File: src/rtl/life_pkg.sv
// Shared types and helpers for the Game of Life engine.
package life_pkg;

    // Widest neighbour count is 8, so four bits are enough.
    localparam int NB_W = 4;

    typedef enum logic [1:0] {
        IDLE = 2'd0,
        RUN  = 2'd1,
        HALT = 2'd2
    } state_e;

    // Flat cell index: row 0 occupies the lowest COLS bits.
    function automatic int idx(input int r, input int c, input int cols);
        return r * cols + c;
    endfunction

endpackage

File: src/rtl/life_next_state.sv
// Combinational B3/S23 next-generation logic for a ROWS x COLS grid.
// With wrap high, neighbours are taken modulo the grid size. With wrap low,
// neighbours that fall outside the grid count as dead.
module life_next_state
    import life_pkg::*;
#(
    parameter int ROWS = 8,
    parameter int COLS = 8
) (
    input  logic [ROWS*COLS-1:0] grid,
    input  logic                 wrap,
    output logic [ROWS*COLS-1:0] next
);

    for (genvar r = 0; r < ROWS; r++) begin : g_row
        for (genvar c = 0; c < COLS; c++) begin : g_col
            logic [8:0]      nb;
            logic [NB_W-1:0] cnt;

            // k walks the 3x3 window; k == 4 is the cell itself.
            for (genvar k = 0; k < 9; k++) begin : g_nb
                localparam int RR = r + k / 3 - 1;
                localparam int CC = c + k % 3 - 1;
                localparam bit INSIDE = (RR >= 0) && (RR < ROWS) && (CC >= 0) && (CC < COLS);
                // The wrapped index equals the plain one for in-grid neighbours,
                // so one select serves both edge modes.
                localparam int RW = (RR + ROWS) % ROWS;
                localparam int CW = (CC + COLS) % COLS;
                if (k == 4) begin : g_self
                    assign nb[k] = 1'b0;
                end else begin : g_other
                    assign nb[k] = grid[idx(RW, CW, COLS)] & (INSIDE | wrap);
                end
            end

            // Population count of the eight neighbour bits.
            always_comb begin
                cnt = '0;
                for (int k = 0; k < 9; k++) begin
                    cnt = cnt + NB_W'(nb[k]);
                end
            end

            assign next[idx(r, c, COLS)] = (cnt == NB_W'(3)) |
                                           (grid[idx(r, c, COLS)] & (cnt == NB_W'(2)));
        end
    end

endmodule

File: src/rtl/life_grid_engine.sv
// Game of Life engine: cell register, generation sequencing, halt detection.
//
//   state | meaning
//   ------+-----------------------------------------------------------
//   IDLE  | waiting; a step pulse evaluates one generation
//   RUN   | free-running; one evaluation every TICK_DIV cycles
//   HALT  | last evaluation was a still life; only load or reset exits
module life_grid_engine
    import life_pkg::*;
#(
    parameter int ROWS     = 8,
    parameter int COLS     = 8,
    parameter int GEN_W    = 16,
    parameter int TICK_DIV = 25000000
) (
    input  logic                 clk,
    input  logic                 reset_n,
    input  logic [ROWS*COLS-1:0] seed,
    input  logic                 load,
    input  logic                 step,
    input  logic                 run,
    input  logic                 wrap,
    output logic [ROWS*COLS-1:0] grid,
    output logic [GEN_W-1:0]     gen_count,
    output logic                 gen_valid,
    output logic                 stable,
    output logic                 extinct,
    output logic                 running
);

    localparam int N      = ROWS * COLS;
    localparam int TICK_W = (TICK_DIV > 1) ? $clog2(TICK_DIV) : 1;

    state_e             state_q, state_d;
    logic [N-1:0]       grid_q, grid_d;
    logic [GEN_W-1:0]   gen_count_q, gen_count_d;
    logic               gen_valid_q, gen_valid_d;
    logic               stable_q, stable_d;
    logic [TICK_W-1:0]  tick_q, tick_d;
    logic [N-1:0]       next_grid;
    logic               eval;

    life_next_state #(
        .ROWS (ROWS),
        .COLS (COLS)
    ) u_next (
        .grid (grid_q),
        .wrap (wrap),
        .next (next_grid)
    );

    // Next-state logic: load beats everything, then run/step sequencing.
    always_comb begin
        state_d     = state_q;
        grid_d      = grid_q;
        gen_count_d = gen_count_q;
        gen_valid_d = 1'b0;
        stable_d    = stable_q;
        tick_d      = tick_q;
        eval        = 1'b0;

        if (load) begin
            grid_d      = seed;
            gen_count_d = '0;
            stable_d    = 1'b0;
            tick_d      = '0;
            state_d     = run ? RUN : IDLE;
        end else begin
            unique case (state_q)
                IDLE: begin
                    if (run) begin
                        state_d = RUN;
                        tick_d  = '0;
                    end else if (step) begin
                        eval = 1'b1;
                    end
                end
                RUN: begin
                    if (!run) begin
                        state_d = IDLE;
                        tick_d  = '0;
                    end else if (tick_q == TICK_W'(TICK_DIV - 1)) begin
                        tick_d = '0;
                        eval   = 1'b1;
                    end else begin
                        tick_d = tick_q + TICK_W'(1);
                    end
                end
                HALT: begin
                end
                default: state_d = IDLE;
            endcase

            if (eval) begin
                if (next_grid != grid_q) begin
                    grid_d      = next_grid;
                    gen_valid_d = 1'b1;
                    stable_d    = 1'b0;
                    if (gen_count_q != '1) begin
                        gen_count_d = gen_count_q + GEN_W'(1);
                    end
                end else begin
                    stable_d = 1'b1;
                    state_d  = HALT;
                end
            end
        end
    end

    // State registers with asynchronous active-low reset.
    always_ff @(posedge clk or negedge reset_n) begin
        if (!reset_n) begin
            state_q     <= IDLE;
            grid_q      <= '0;
            gen_count_q <= '0;
            gen_valid_q <= 1'b0;
            stable_q    <= 1'b0;
            tick_q      <= '0;
        end else begin
            state_q     <= state_d;
            grid_q      <= grid_d;
            gen_count_q <= gen_count_d;
            gen_valid_q <= gen_valid_d;
            stable_q    <= stable_d;
            tick_q      <= tick_d;
        end
    end

    assign grid      = grid_q;
    assign gen_count = gen_count_q;
    assign gen_valid = gen_valid_q;
    assign stable    = stable_q;
    assign extinct   = (grid_q == '0);
    assign running   = (state_q == RUN);

endmodule

File: config.mk
export PLATFORM = sky130hd
export DESIGN_NAME = life_grid_engine
export DESIGN_NICKNAME = d
export VERILOG_FILES = /design/src/rtl/life_pkg.sv /design/src/rtl/life_next_state.sv /design/src/rtl/life_grid_engine.sv
export SDC_FILE = /design/constraint.sdc
export NUM_CORES = 1
export LEC_CHECK = 0
export CORE_MARGIN = 8
export CORE_UTILIZATION = 55
export DETAILED_ROUTE_END_ITERATION = 6
export GPL_ROUTABILITY_DRIVEN = 0
export PLACE_DENSITY = 0.76
export SLEW_MARGIN = 40
export SYNTH_ARGS = -nofsm -noshare
export SYNTH_HDL_FRONTEND = slang
export SYNTH_SLANG_ARGS = --single-unit
File: constraint.sdc
create_clock -name clk -period 7.7 [get_ports clk]
set_input_delay 1.54 -clock clk [delete_from_list [all_inputs] [get_ports clk]]
set_output_delay 1.54 -clock clk [all_outputs]
set_load 0.005 [all_outputs]
==> flow_metrics.py <==
metrics = {
    "cts": {
        "clk_transition_reported_paths_ps": 90,
        "postCtsSetupRepairBufs": 0,
        "clock_tree.root_cell": "sky130_fd_sc_hd__clkbuf_16",
        "cts-buffers-inserted": 9,
        "tritoncts": "built",
        "h-tree-depth": 3,
        "cts.path.max_buffers": 2,
        "cts_resized": 0,
        "ctsHoldBuffers": 0,
        "cts_sinks": 109,
        "skew_pair_late_insertion_delay_ps": 410,
    },
    "worst_setup_path": {
        "r2r_setup_slack_ps": 1100,
        "critPathLaunchType": "primary input",
        "crit_path_max_fanout": 34,
        "cp.arrival_ps": 7690,
        "critPathKind": "in -> reg",
        "cp-end-kind": "flip-flop",
        "worstPathRequired_ps": 8010,
    },
    "timing": {
        "hold_viol": 0,
        "achievable-frequency_mhz": 135,
        "setup_repair_after_global_routing_missed_its_margin": "no",
        "skew_ps": 18.6,
        "timing.max_slew.rel_slack_pct": 28.5,
        "final_tns_setup_ps": 0,
        "finalCriticalPeriod_ps": 7390,
        "report.final.setup_viol": 0,
        "tightestPinTransition_ps": 1050,
        "finalMaxSlewViolations": 0,
        "final_min_period_over_clock_period_pct": 95.9,
    },
    "synth": {
        "synth_ff_type": "sky130_fd_sc_hd__dfrtp_1",
        "syn_area_per_cell_um2": 8.72,
        "yosysSeqAreaShare_pct": 14.0,
        "synth_warnings": 0,
        "synthCells": 2233,
        "synth.net_count": 2774,
        "ys_types": 80,
        "mappedNetlistArea_um2": 19500,
        "synth_edf_count": 0,
        "ys_ff_latch": 109,
        "share_of_async_settable_or_async_resettable_flops_after_synthesis_pct": 100,
    },
    "floorplan": {
        "fp.dieH_um": 204,
        "io_pins": 154,
        "chipWidth_um": 204,
        "placeableCoreArea_um2": 35200,
        "initial_core_util_pct": 55.3,
        "core.rowCount": 69,
        "die_footprint_um2": 41700,
    },
    "status": {
        "violations": "design-rule violations",
        "status": "finished, violations left",
    },
    "final_layout": {
        "drive_gt1_share_pct": 4.74,
        "most-common-layout-cells": "449 x sky130_fd_sc_hd__inv_1, 250 x sky130_fd_sc_hd__fa_1, 221 x sky130_fd_sc_hd__ha_1",
        "most_common_cell_after_layout_fill_and_taps_aside": "sky130_fd_sc_hd__inv_1",
        "filler_cell_count": 2970,
        "flow.area_growth_from_synthesis_pct": 13.1,
        "nNetsFinal": 2921,
    },
    "global_routing": {
        "first_global_vias": 18700,
        "grt_start_max_net_pins": 73,
        "globalRoute.totalOverflow": 0,
        "grt_antenna_before_repair": 6,
        "grt_use_total_pct": 35.2,
        "grt_first_pass_wirelength_mm": 111,
    },
    "placed_design": {
        "dp_hpwl_mm": 57.6,
        "port-buffer-count": 153,
    },
    "detailed_routing": {
        "drc": 1,
        "drt_first_pass_iters": 7,
        "via_count": 18800,
        "final_antenna_net_count": 0,
        "detail_route.wirelength_mm": 73.3,
        "route.detailed.vias_per_inst": 6.61,
        "detail_route.iter0.violations": 2613,
        "detail_route.wl_per_cell_um": 25.7,
    },
    "hold_path": {
        "timing.hold.worst.class": "reg -> reg",
    },
    "power": {
        "p_leak_nw": 10.5,
        "power_density_nw_per_um2": 357,
        "totalPowerFinal_mw": 7.87,
        "ir_worst_vdd_v": 0.000215,
    },
    "job": {
        "cap_viol_max_count": 0,
    },
}
registers in the layout (all words and copies together) (netlist names):
| signal | flops |
|---|---|
| tick_q | 25 |
| gen_valid | 1 |
| stable | 1 |
| gen_count | 16 |
| state_q | 2 |
| grid | 64 |
through the flow:
step / cell area, um2 / worst slack (ps) / instances / util, % / hold slack [ps]
2_1_floorplan: 19500 / 850 / 2233 / - / 464
3_3_place_gp: 21700 / 377 / 2829 / 61.6 / 489
3_5_place_dp: 21700 / 298 / 2830 / 61.7 / 510
4_1_cts: 22000 / 716 / 2846 / 62.5 / 520
5_1_grt: 22000 / 71.2 / 2847 / 62.5 / 534
6_report: 22000 / 314 / 2851 / 62.6 / 524
final cells by class:
type / count / area (um2) / area share (%)
tap: 461 / 577 / 2.62
timing repair buffer: 199 / 1920 / 8.71
clock inverter: 6 / 60.1 / 0.272
inverter: 450 / 1690 / 7.68
antenna: 5 / 12.5 / 0.0568
sequential: 109 / 2730 / 12.4
clock buffer: 10 / 229 / 1.04
multi-input combinational: 1611 / 14800 / 67.2
worst max-delay path, stage by stage:
cell and delay [ps]:
sky130_fd_sc_hd__clkdlybuf4s50_1 510, sky130_fd_sc_hd__buf_12 200, sky130_fd_sc_hd__nand2_1 190, sky130_fd_sc_hd__fa_1 530, sky130_fd_sc_hd__inv_1 60, sky130_fd_sc_hd__fa_1 500, sky130_fd_sc_hd__inv_1 60, sky130_fd_sc_hd__fa_1 450
sky130_fd_sc_hd__inv_1 60, sky130_fd_sc_hd__ha_1 180, sky130_fd_sc_hd__fa_1 240, sky130_fd_sc_hd__inv_1 90, sky130_fd_sc_hd__a32oi_1 610, sky130_fd_sc_hd__o211ai_1 430, sky130_fd_sc_hd__a2111oi_0 360, sky130_fd_sc_hd__nand4_1 150
sky130_fd_sc_hd__or3_1 440, sky130_fd_sc_hd__nor3_4 300, sky130_fd_sc_hd__buf_4 320, sky130_fd_sc_hd__nor2_1 120, sky130_fd_sc_hd__a221oi_1 310
kinds of logic (layout without fill, tap and decap cells):
family          count (synthesis)  count (layout)  share of synthesized area [%]
buf+inv                       513             665                           10.1
simple gates                  680             680                           18.4
mux                            29              29                           1.55
flops                         109             109                           14.0
compound gates                406             406                           15.0
other cells                     0               5                              0
fa+ha+maj                     471             471                           39.9
xor+xnor                       25              25                           1.12
report_power, final:
part	internal, mW	switching (mW)
sequential	0.621	0.170
combinational	2.67	3.89
clock	0.230	0.287
total	3.52	4.35
cell usage after synthesis (23+ instances only):
| library cell | count | area (um2) |
|---|---|---|
| sky130_fd_sc_hd__a21oi_1 | 58 | 290 |
| sky130_fd_sc_hd__a31oi_1 | 43 | 269 |
| sky130_fd_sc_hd__and3_1 | 25 | 156 |
| sky130_fd_sc_hd__clkbuf_1 | 46 | 173 |
| sky130_fd_sc_hd__dfrtp_1 | 109 | 2730 |
| sky130_fd_sc_hd__fa_1 | 250 | 5000 |
| sky130_fd_sc_hd__ha_1 | 221 | 2770 |
| sky130_fd_sc_hd__inv_1 | 450 | 1690 |
| sky130_fd_sc_hd__nand2_1 | 143 | 537 |
| sky130_fd_sc_hd__nand2b_1 | 34 | 213 |
| sky130_fd_sc_hd__nand3_1 | 56 | 280 |
| sky130_fd_sc_hd__nand3b_1 | 23 | 173 |
| sky130_fd_sc_hd__nand4_1 | 42 | 263 |
| sky130_fd_sc_hd__nor2_1 | 175 | 657 |
| sky130_fd_sc_hd__nor2b_1 | 25 | 156 |
| sky130_fd_sc_hd__nor3b_1 | 26 | 195 |
| sky130_fd_sc_hd__o21ai_0 | 78 | 390 |
routing by layer:
layer	part of all wire [%]	GRT usage [%]	routed length, um	up-vias
li1	-	-	-	7924
met1	35	43.2	25900	9168
met2	42	52.0	31200	1343
met3	14	12.3	10300	395
met4	8.2	23.1	5980	4
met5	0.031	0.119	23	-
worst paths after layout:
kind                               to  startpoint  cells after the start
setup / recovery             grid[39]        wrap                     21
hold / removal             tick_q[23]  tick_q[23]                      1
setup reg to reg             grid[39]    grid[19]                     19
hold reg to reg            tick_q[23]  tick_q[23]                      1
max in group asynchronous    grid[23]     reset_n                      2
min in group asynchronous    grid[42]     reset_n                      1
No activity file was read; power rests on OpenSTA's default activity.
